`config.mk`:
```
export PLATFORM = sky130hd
export DESIGN_NAME = lcd_bus_arbiter_flat
export DESIGN_NICKNAME = d
export VERILOG_FILES = /design/src/rtl/lcd_bus_arbiter_if.sv /design/src/rtl/lcd_bus_arbiter.sv /design/src/flat_wrapper.sv
export SDC_FILE = /design/constraint.sdc
export NUM_CORES = 1
export LEC_CHECK = 0
export CAP_MARGIN = 20
export CORE_MARGIN = 3
export CORE_UTILIZATION = 64
export CTS_BUF_LIST = sky130_fd_sc_hd__clkbuf_4 sky130_fd_sc_hd__clkbuf_8
export CTS_CLUSTER_SIZE = 25
export DETAILED_ROUTE_END_ITERATION = 7
export DONT_BUFFER_PORTS = 1
export MAX_ROUTING_LAYER = met4
export PLACE_DENSITY = 0.83
export SLEW_MARGIN = 10
export SYNTH_ARGS = -nofsm -noshare
export SYNTH_HDL_FRONTEND = slang
export SYNTH_SLANG_ARGS = --single-unit
```
`constraint.sdc`:
```
create_clock -name clk -period 2 [get_ports clk]
set_input_delay 0.4 -clock clk [delete_from_list [all_inputs] [get_ports clk]]
set_output_delay 0.4 -clock clk [all_outputs]
set_load 0.005 [all_outputs]
```
`src/rtl/lcd_bus_arbiter_if.sv`:
```
// rtl/lcd_bus_arbiter_if.sv - two-requester byte handshake plus HD44780 4-bit bus bundle
interface lcd_bus_arbiter_if;
  logic       req0_valid;
  logic       req0_rs;
  logic [7:0] req0_data;
  logic       req0_ready;
  logic       req1_valid;
  logic       req1_rs;
  logic [7:0] req1_data;
  logic       req1_ready;
  logic       en;
  logic       rs;
  logic [3:0] data;
  logic       busy;

  modport master (
    output req0_valid, req0_rs, req0_data, req1_valid, req1_rs, req1_data,
    input  req0_ready, req1_ready, en, rs, data, busy
  );

  modport slave (
    input  req0_valid, req0_rs, req0_data, req1_valid, req1_rs, req1_data,
    output req0_ready, req1_ready, en, rs, data, busy
  );
endinterface

```
`src/rtl/lcd_bus_arbiter.sv`:
```
// rtl/lcd_bus_arbiter.sv - arbitrates two byte requesters onto an HD44780 4-bit bus
// Optional feature: define LCD_ARB_ROUNDROBIN_EN for alternating grant on contention.
module lcd_bus_arbiter #(
  parameter int LONG_WAIT  = 2,
  parameter int SHORT_WAIT = 0
) (
  input logic              clk,
  input logic              reset,
  lcd_bus_arbiter_if.slave bus
);

  typedef enum logic [2:0] {IDLE, HI_EN, HI_DIS, LO_EN, LO_DIS, WAIT} state_t;

  localparam int MAX_WAIT = (LONG_WAIT > SHORT_WAIT) ? LONG_WAIT : SHORT_WAIT;
  localparam int CW       = (MAX_WAIT < 2) ? 1 : $clog2(MAX_WAIT + 1);

  state_t          state, state_nxt;
  logic [7:0]      byte_q;
  logic            rs_q;
  logic [3:0]      data_q;
  logic [CW-1:0]   wait_cnt;
  logic [CW-1:0]   wait_load;
  logic            grant0, grant1, accept, is_long, prefer0;

`ifdef LCD_ARB_ROUNDROBIN_EN
  logic last_grant;
  assign prefer0 = last_grant;
`else
  assign prefer0 = 1'b1;
`endif

  always_comb begin
    grant0 = 1'b0;
    grant1 = 1'b0;
    if (state == IDLE && !reset) begin
      if (bus.req0_valid && (!bus.req1_valid || prefer0)) grant0 = 1'b1;
      else if (bus.req1_valid)                            grant1 = 1'b1;
    end
  end

  assign accept         = grant0 | grant1;
  assign bus.req0_ready = grant0;
  assign bus.req1_ready = grant1;

  // Clear/home commands need the controller's long execution time.
  assign is_long   = !rs_q && (byte_q inside {8'h01, 8'h02, 8'h03});
  assign wait_load = is_long ? CW'(LONG_WAIT) : CW'(SHORT_WAIT);

  always_comb begin
    state_nxt = state;
    case (state)
      IDLE:    if (accept) state_nxt = HI_EN;
      HI_EN:   state_nxt = HI_DIS;
      HI_DIS:  state_nxt = LO_EN;
      LO_EN:   state_nxt = LO_DIS;
      LO_DIS:  state_nxt = (wait_load == '0) ? IDLE : WAIT;
      WAIT:    if (wait_cnt <= CW'(1)) state_nxt = IDLE;
      default: state_nxt = IDLE;
    endcase
  end

  assign bus.en   = (state == HI_EN) || (state == LO_EN);
  assign bus.busy = (state != IDLE);
  assign bus.rs   = rs_q;
  assign bus.data = data_q;

  always_ff @(posedge clk or posedge reset) begin
    if (reset) begin
      state    <= IDLE;
      byte_q   <= '0;
      rs_q     <= 1'b0;
      data_q   <= '0;
      wait_cnt <= '0;
`ifdef LCD_ARB_ROUNDROBIN_EN
      last_grant <= 1'b1;
`endif
    end else begin
      state <= state_nxt;
      case (state)
        IDLE: if (accept) begin
          byte_q <= grant0 ? bus.req0_data : bus.req1_data;
          rs_q   <= grant0 ? bus.req0_rs   : bus.req1_rs;
          data_q <= grant0 ? bus.req0_data[7:4] : bus.req1_data[7:4];
`ifdef LCD_ARB_ROUNDROBIN_EN
          last_grant <= grant1;
`endif
        end
        HI_DIS:  data_q   <= byte_q[3:0];
        LO_DIS:  wait_cnt <= wait_load;
        WAIT:    if (wait_cnt != '0) wait_cnt <= wait_cnt - CW'(1);
        default: ;
      endcase
    end
  end

endmodule

```
`src/flat_wrapper.sv`:
```
// flat-port wrapper written by rule: the top's interface ports become plain ports
module lcd_bus_arbiter_flat 
#(
  parameter int LONG_WAIT  = 2,
  parameter int SHORT_WAIT = 0
)
  (clk, reset, bus_req0_valid, bus_req0_rs, bus_req0_data, bus_req1_valid, bus_req1_rs, bus_req1_data, bus_req0_ready, bus_req1_ready, bus_en, bus_rs, bus_data, bus_busy);
  lcd_bus_arbiter_if bus_i ();
  input logic clk;
  input logic reset;
  input wire logic [$bits(bus_i.req0_valid)-1:0] bus_req0_valid;
  input wire logic [$bits(bus_i.req0_rs)-1:0] bus_req0_rs;
  input wire logic [$bits(bus_i.req0_data)-1:0] bus_req0_data;
  input wire logic [$bits(bus_i.req1_valid)-1:0] bus_req1_valid;
  input wire logic [$bits(bus_i.req1_rs)-1:0] bus_req1_rs;
  input wire logic [$bits(bus_i.req1_data)-1:0] bus_req1_data;
  output wire logic [$bits(bus_i.req0_ready)-1:0] bus_req0_ready;
  output wire logic [$bits(bus_i.req1_ready)-1:0] bus_req1_ready;
  output wire logic [$bits(bus_i.en)-1:0] bus_en;
  output wire logic [$bits(bus_i.rs)-1:0] bus_rs;
  output wire logic [$bits(bus_i.data)-1:0] bus_data;
  output wire logic [$bits(bus_i.busy)-1:0] bus_busy;
  assign bus_i.req0_valid = bus_req0_valid;
  assign bus_i.req0_rs = bus_req0_rs;
  assign bus_i.req0_data = bus_req0_data;
  assign bus_i.req1_valid = bus_req1_valid;
  assign bus_i.req1_rs = bus_req1_rs;
  assign bus_i.req1_data = bus_req1_data;
  assign bus_req0_ready = bus_i.req0_ready;
  assign bus_req1_ready = bus_i.req1_ready;
  assign bus_en = bus_i.en;
  assign bus_rs = bus_i.rs;
  assign bus_data = bus_i.data;
  assign bus_busy = bus_i.busy;
  lcd_bus_arbiter #(.LONG_WAIT(LONG_WAIT), .SHORT_WAIT(SHORT_WAIT)) u_core (.clk(clk), .reset(reset), .bus(bus_i));
endmodule
```
## Word-level counts from Yosys, hierarchy flattened

Index checks and enable logic that the tools add are counted.

- Register bits after elaboration: 18
- Output and inout bits: 9
- Logic and storage cells: 52
- Bits of input ports: 22

- $lt $le $gt $ge: 1
- Bitwise operators: 1
- Mux-type cells: 17
- $add $sub $neg: 1
- Reduce and logical (&&, ||, !) cells: 16
- Eq/ne operators: 11

Operators with widths:

| operator | count |
|---|---|
| $pmux W3 S6 | 1 |
| $eq A8 B2 Y1 const B | 2 |
| $mux W3 | 3 |
| $eq A8 B1 Y1 const B | 1 |
| $mux W4 | 2 |
| $mux W8 | 1 |
| $pmux W4 S2 | 1 |
| $reduce_and A2 Y1 | 4 |
| $eq A3 B2 Y1 const B | 2 |
| $eq A3 B3 Y1 const B | 2 |
| $mux W1 | 6 |
| $ne A2 B1 Y1 const B | 3 |
| $reduce_bool A2 Y1 | 3 |
| $reduce_bool A3 Y1 | 2 |
| $mux W2 | 2 |
| $pmux W2 S2 | 1 |
| $eq A3 B1 Y1 const B | 1 |
| $logic_not A3 Y1 | 1 |
| $le A2 B1 Y1 const B | 1 |
| $logic_and A1 B1 Y1 | 2 |
| $logic_not A1 Y1 | 2 |
| $logic_not A2 Y1 | 1 |
| $sub A2 B1 Y2 const B | 1 |
| $logic_or A1 B1 Y1 | 1 |
| $or A1 B1 Y1 | 1 |

## Longest topological paths before layout

Gate-level depths: netlist of the first run.

- Word-level depth: 7
- Gate-level depth with buffers: 5
- Mapped depth without buffers: 5

## Worst setup path before layout of the first run

Ideal clock, no wire load.

- Kind: register -> output
- From: register u_core.state[1]
- To: output port bus_req0_ready
- Data required time: 1.600 ns
- Setup slack: 0.468 ns
- Arrival: 1.132 ns
- Stages on the path, launching flop included: 5
- Path buffers: 2
- Path through: dfrtp_1 buf_6 nor4_1 buf_2 and2_1

- Longest elaborated chain between the ends: 3

RTL lines:

| item | line | text |
|---|---|---|
| start: declaration | lcd_bus_arbiter.sv:17 | `state_t state, state_nxt;` |
| start signal: assignment | lcd_bus_arbiter.sv:78 | `state <= state_nxt;` |
| $logic_not A3 Y1 | lcd_bus_arbiter.sv:35 | `if (state == IDLE && !reset) begin` |
| $logic_and A1 B1 Y1 | lcd_bus_arbiter.sv:35 |  |
| $mux W1 | lcd_bus_arbiter.sv:35 |  |
| end: declaration | flat_wrapper.sv:17 | `output wire logic [$bits(bus_i.req0_ready)-1:0] bus_req0_ready;` |

No other way between the ends.

## Final worst setup path of the first run

- From: register u_core.state[2]
- To: output port bus_req1_ready

- Longest elaborated chain between the ends: 3

RTL lines:

| item | line | text |
|---|---|---|
| $logic_not A3 Y1 | lcd_bus_arbiter.sv:35 |  |
| $logic_and A1 B1 Y1 | lcd_bus_arbiter.sv:35 |  |
| $mux W1 | lcd_bus_arbiter.sv:35 |  |
| end: declaration | flat_wrapper.sv:18 | `output wire logic [$bits(bus_i.req1_ready)-1:0] bus_req1_ready;` |

No other way between the ends.

==> out/metrics.cfg, run 1 <==
[outcome]
status = completed

[setup_path]
crit_family = simple AND/OR/NAND/NOR gates
crit_arrival_ps = 1490
end_kind = primary output
cp_max_fo = 9
slowest_delay_ps = 470
cp_num_buf_inv = 0
cp_slowest_cell = dfrtp_1
worstSetupPathType = reg -> out
cp-start-kind = register
worstPathRequired_ps = 1600
crit_chain = or3_1 -> nor3b_1

[timing]
min_period_ps = 1890
rsz0062_at_grt = false
fin_setup_tns_ps = 0
finalSetupViolCount = 0
fmax_ghz = 0.529
slew_headroom_pct = 54.4
slew_viol_final = 0
final.period_utilization_pct = 94.5
finalHoldViolations = 0
skew_ps = 0.887
worst_pin_slew_ps = 684

[drt]
drc = 0
drt_pass1_iterations = 4
wl_per_cell_um = 19.5
wl_met3_um = 153
drt-initial-drc-count = 18
ant_nets = 0
vias = 764
wl_met1_um = 974
wl_met2_um = 937
viasPerCell = 7.07
routed_wl_mm = 2.11
top_layer_used = met4

[cells_and_area]
final_nets = 118
nFillCells = 106
layoutNonFillerInstCount = 108
diodes = 0
final-seq-area_um2 = 450
area_growth_pct = 2.25
multi_input_area_um2 = 499
drive_gt1_share_pct = 9.68
design_area_mm2 = 0.00102

[yosys]
syn_avg_cell_area_um2 = 10.6
synth.ff_latch_count = 18
synth_commonest_cells = 18 x dfrtp_1, 6 x a211o_1, 6 x a32o_1
netlist_area_mm2 = 0.00100
ys.flop_type = dfrtp_1
synth_top_area_share_pct = 45.0
async_flop_share_pct = 100
yosys_warnings = 0
seq_area_frac_synth_pct = 45.0
synth.most_common_cell = dfrtp_1
yosysTopAreaCell = dfrtp_1
synth_edf_count = 0
yosys-top-cells-area = dfrtp_1 45%, a32o_1 6.0%, a211o_1 5.2%
netlist_instances = 94
synth_cell_types = 38
synth_nets = 118

[clock_tree]
clockBufferDepth = 2
holdBufCountCts = 0
numCtsBuffers = 3
clk-insertion-delay-late_ps = 290
ctsResizeCount = 0
h-tree-depth = 1
cts_setup_buffers = 0
numClockSinks = 18
clk_pin_slew_worst_paths_ps = 100
clockRootBuffer = clkbuf_4
cts_tree = yes

[place]
place_hpwl_mm = 1.51
port_buffers = 0
place_area_um2 = 987
place_congestion = 0.791
dp.cells = 104

[grt]
grt_pass1_vias = 747
grt_pass1_wl_mm = 3.37
grt_max_degree = 23
gr-total-overflow = 0
antenna_found_initial = 0
grt_usage_pct = 23.9

[min_path]
hp-class = in -> async

[power]
power_density_mw_per_mm2 = 1410
p_leak_uw = 0.000467
irDropWorstVdd_v = 0.000875

[floorplanning]
fp.dieW_um = 45.5
dieArea_mm2 = 0.00207
die_h_um = 45.5
std_cell_rows = 13
start_util_pct = 72.4
io_pins = 31
core_mm2 = 0.00138

[flow_run]
drv_cap = 0

## cell families after synthesis
family                     Yosys count  synth area share (%)
buffers and inverters                9                  5.13
AOI/OAI and AO/OA                   34                  27.1
and+or+nand+nor                     30                  19.4
xor gates and xnor gates             1                 0.875
adders and majority gates            2                  2.50
DFF                                 18                  45.0
## report_power, final
| group | leakage [µW] | total (µW) | switching [µW] | internal, µW |
|---|---|---|---|---|
| clock | 0.0000210 | 225 | 114 | 111 |
| sequential | 0.000225 | 710 | 184 | 526 |
| combinational | 0.000220 | 512 | 239 | 273 |
## path summary, 6_finish.rpt
| kind | startpoint | endpoint | slack (ps) | depth (start not counted) |
|---|---|---|---|---|
| max | u_core.state[2] | bus_req1_ready | 110 | 2 |
| min | reset | u_core.state[1] | 80 | 1 |
| max reg2reg | u_core.state[0] | u_core.bus.data[0] | 400 | 3 |
| min reg2reg | u_core.byte_q[4] | u_core.byte_q[4] | 500 | 1 |
| max in group asynchronous | reset | u_core.bus.data[3] | 1490 | 1 |
| min in group clk | bus_req0_valid | u_core.byte_q[0] | 300 | 2 |
## area by class of cell
| class | count | area share, % |
|---|---|---|
| Clock buffer | 4 | 3.55 |
| Timing Repair Buffer | 1 | 0.733 |
| Multi-Input combinational cell | 67 | 48.8 |
| Tap cell | 15 | 1.83 |
| Sequential cell | 18 | 44.0 |
| Inverter | 3 | 1.10 |
## metal layers
metal | global-route usage [%] | up-vias
met5 | - | -
met4 | 13.5 | 0
met3 | 4.35 | 5
met2 | 32.6 | 32
met1 | 33.2 | 359
li1 | - | 368
## worst reg2reg max path, stage by stage, from the launching register on
cell and delay, ps:
dfrtp_1 500, or2_2 330, o21bai_1 240, a221o_2 430
## flip-flops by register name, summed over array words and instances (netlist names)
name             cells
u_core.state         3
u_core.wait_cnt      2
u_core.bus.data      4
u_core.bus.rs        1
u_core.byte_q        8
## metrics by stage
stage	setup WS (ps)	hold slack [ps]	utilization [%]	total power, µW
CTS	83.1	93.8	74.0	1450
global placement	458	414	71.4	1200
floorplan	468	339	-	1140
finish	111	81.4	74.0	1450
global route	16.9	103	74.0	1560
detailed placement	436	432	71.4	1220
## cells in the final DEF (no fill, tap or decap), types with 2 or more instances in the layout
master / count
dfrtp_1: 18
a32o_1: 6
a211o_1: 6
o2bb2ai_1: 5
a21oi_1: 5
and3b_1: 4
nand2_1: 3
nor4_1: 3
nor2_1: 3
and3_1: 3
inv_1: 3
clkbuf_4: 3
nor2b_1: 2
and2_1: 2
o21ai_0: 2
nor3b_1: 2
ha_1: 2
(Power assumes the default switching activity.)
==> inputs of run 2 (changes only) <==
--- a/config.mk
+++ b/config.mk
@@ -12,6 +12,8 @@
 export CTS_CLUSTER_SIZE = 25
 export DETAILED_ROUTE_END_ITERATION = 7
 export DONT_BUFFER_PORTS = 1
+export GPL_ROUTABILITY_DRIVEN = 0
+export HOLD_SLACK_MARGIN = 0.02
 export MAX_ROUTING_LAYER = met4
 export PLACE_DENSITY = 0.83
 export SLEW_MARGIN = 10
==> results of run 2 <==
Final layout, timing and power as in run 1 (identical DEF).
==> inputs of run 3 (changes only) <==
--- a/config.mk
+++ b/config.mk
@@ -7,7 +7,7 @@
 export LEC_CHECK = 0
 export CAP_MARGIN = 20
 export CORE_MARGIN = 3
-export CORE_UTILIZATION = 64
+export CORE_UTILIZATION = 40
 export CTS_BUF_LIST = sky130_fd_sc_hd__clkbuf_4 sky130_fd_sc_hd__clkbuf_8
 export CTS_CLUSTER_SIZE = 25
 export DETAILED_ROUTE_END_ITERATION = 7
@@ -15,7 +15,7 @@
 export GPL_ROUTABILITY_DRIVEN = 0
 export HOLD_SLACK_MARGIN = 0.02
 export MAX_ROUTING_LAYER = met4
-export PLACE_DENSITY = 0.83
+export PLACE_DENSITY = 0.57
 export SLEW_MARGIN = 10
 export SYNTH_ARGS = -nofsm -noshare
 export SYNTH_HDL_FRONTEND = slang
==> out/metrics.cfg, run 3 (synthesis results as in run 1) <==
[outcome]
status = completed  ; unchanged

[setup_path]
crit_chain = or3_1 -> nor3b_1  ; unchanged
worstPathRequired_ps = 1600  ; about the same
worstSetupPathType = reg -> out  ; unchanged
crit_arrival_ps = 1500  ; was 1490 ps
cp_num_buf_inv = 0  ; unchanged
crit_family = simple AND/OR/NAND/NOR gates  ; unchanged
cp_slowest_cell = dfrtp_1  ; unchanged
r2r_start = u_core.state[0]  ; unchanged
cp-startpoint = u_core.state[2]  ; unchanged
cp_max_fo = 9  ; unchanged
cp-start-kind = register  ; unchanged
end_kind = primary output  ; unchanged
slowest_delay_ps = 470  ; about the same

[cells_and_area]
nFillCells = 226  ; was 106
diodes = 0  ; unchanged
max_flop_register = u_core.byte_q  ; unchanged
layout_common_cells = 18 x dfrtp_1, 6 x a32o_1, 6 x a211o_1  ; unchanged
fin_util_pct = 45.3  ; was 74.0%
area_growth_pct = 3.88  ; was 2.25%
design_area_mm2 = 0.00104  ; was 0.00102 mm²
final_nets = 118  ; unchanged
final_common_cell = dfrtp_1  ; unchanged
drive_gt1_share_pct = 9.68  ; unchanged
largest_reg_flops = 8  ; unchanged

[clock_tree]
holdBufCountCts = 0  ; unchanged
clk_pin_slew_worst_paths_ps = 100  ; about the same
ctsResizeCount = 0  ; unchanged
clockBufferDepth = 2  ; unchanged
clockRootBuffer = clkbuf_4  ; unchanged
numCtsBuffers = 3  ; unchanged
cts_tree = yes  ; unchanged
cts_setup_buffers = 0  ; unchanged
h-tree-depth = 1  ; unchanged
clk-insertion-delay-late_ps = 290  ; about the same
numClockSinks = 18  ; unchanged

[floorplanning]
dieArea_mm2 = 0.00314  ; was 0.00207 mm²
std_cell_rows = 17  ; was 13
die_h_um = 56.0  ; was 45.5 µm
start_util_pct = 43.6  ; was 72.4%
core_mm2 = 0.00230  ; was 0.00138 mm²
fp.dieW_um = 56.0  ; was 45.5 µm
io_pins = 31  ; unchanged

[power]
irDropWorstVdd_v = 0.000657  ; was 0.000875 V
power_density_mw_per_mm2 = 1380  ; was 1410 mW/mm²
power_uw = 1440  ; was 1450 µW
p_leak_uw = 0.000467  ; unchanged

[timing]
finalSetupViolCount = 0  ; unchanged
slew_headroom_pct = 56.2  ; was 54.4%
final.period_utilization_pct = 95.2  ; was 94.5%
finalHoldViolations = 0  ; unchanged
fmax_ghz = 0.525  ; was 0.529 GHz
worst_pin_slew_ps = 656  ; was 684 ps
skew_ps = 3.22  ; was 0.887 ps
fin_setup_tns_ps = 0  ; unchanged
rsz0062_at_grt = false  ; unchanged
min_period_ps = 1900  ; was 1890 ps
hold_ws_ps = 76.6  ; was 81.4 ps
slew_viol_final = 0  ; unchanged

[drt]
wl_per_cell_um = 18.1  ; was 19.5 µm
routed_wl_mm = 2.19  ; was 2.11 mm
drc = 0  ; unchanged
drt-initial-drc-count = 24  ; was 18
vias = 755  ; was 764
ant_nets = 0  ; unchanged
drt_pass1_iterations = 4  ; unchanged
viasPerCell = 6.24  ; was 7.07

[min_path]
hp-class = in -> async  ; unchanged

[flow_run]
drv_cap = 0  ; unchanged

[grt]
grt_pass1_wl_mm = 3.69  ; was 3.37 mm
antenna_found_initial = 0  ; unchanged
grt_usage_pct = 14.8  ; was 23.9%
grt_pass1_vias = 808  ; was 747
gr-total-overflow = 0  ; unchanged
grt_max_degree = 23  ; unchanged

[place]
place_area_mm2 = 0.00100  ; was 987 µm²
place_hpwl_mm = 1.60  ; was 1.51 mm
port_buffers = 0  ; unchanged

run 3: cell counts in the layout (fill, tap and decap cells not counted):
Identical to the previous run, type by type.
run 3: power by group:
part / internal, µW / total [µW] / switching [µW] / leakage (µW)
combinational: 273 / 507 / 234 / 0.000220
clock: 111 / 223 / 112 / 0.0000210
sequential: 526 / 707 / 181 / 0.000225
total: 910 / 1440 / 527 / 0.000467
run 3: cell type report:
cell class	count	area [µm²]	area share (%)
Multi-Input combinational cell	67	499	48.0
Sequential cell	18	450	43.3
Clock buffer	4	36.3	3.49
Tap cell	28	35.0	3.37
Inverter	3	11.3	1.08
Timing Repair Buffer	1	7.51	0.722
run 3: worst paths after layout:
kind | to | slack, ps | cells after the start
min in group clk | u_core.byte_q[0] | 300 | 2
worst max-delay path | bus_req1_ready | 100 | 2
worst min-delay path | u_core.bus.data[0] | 80 | 1
worst max register to register | u_core.bus.data[0] | 430 | 3
max in group asynchronous | u_core.bus.data[1] | 1500 | 1
worst min register to register | u_core.byte_q[4] | 500 | 1
run 3: metrics by stage:
step                      worst slack, ps  cells
after floorplan                       468     94
after global placement                418    117
after detailed placement              415    117
after CTS                            79.1    121
after global routing                 10.1    121
final                                95.9    121
run 3: worst reg2reg max path, cell delays in order (launching register included):
cell and delay, ps:
dfrtp_1 500, or2_2 330, o21bai_1 230, a221o_2 410
run 3: metal layers:
layer	GRT usage, %	wire, µm
met1	20.3	1060
met2	21.2	934
met3	3.94	174
met4	4.41	14
met5	-	0
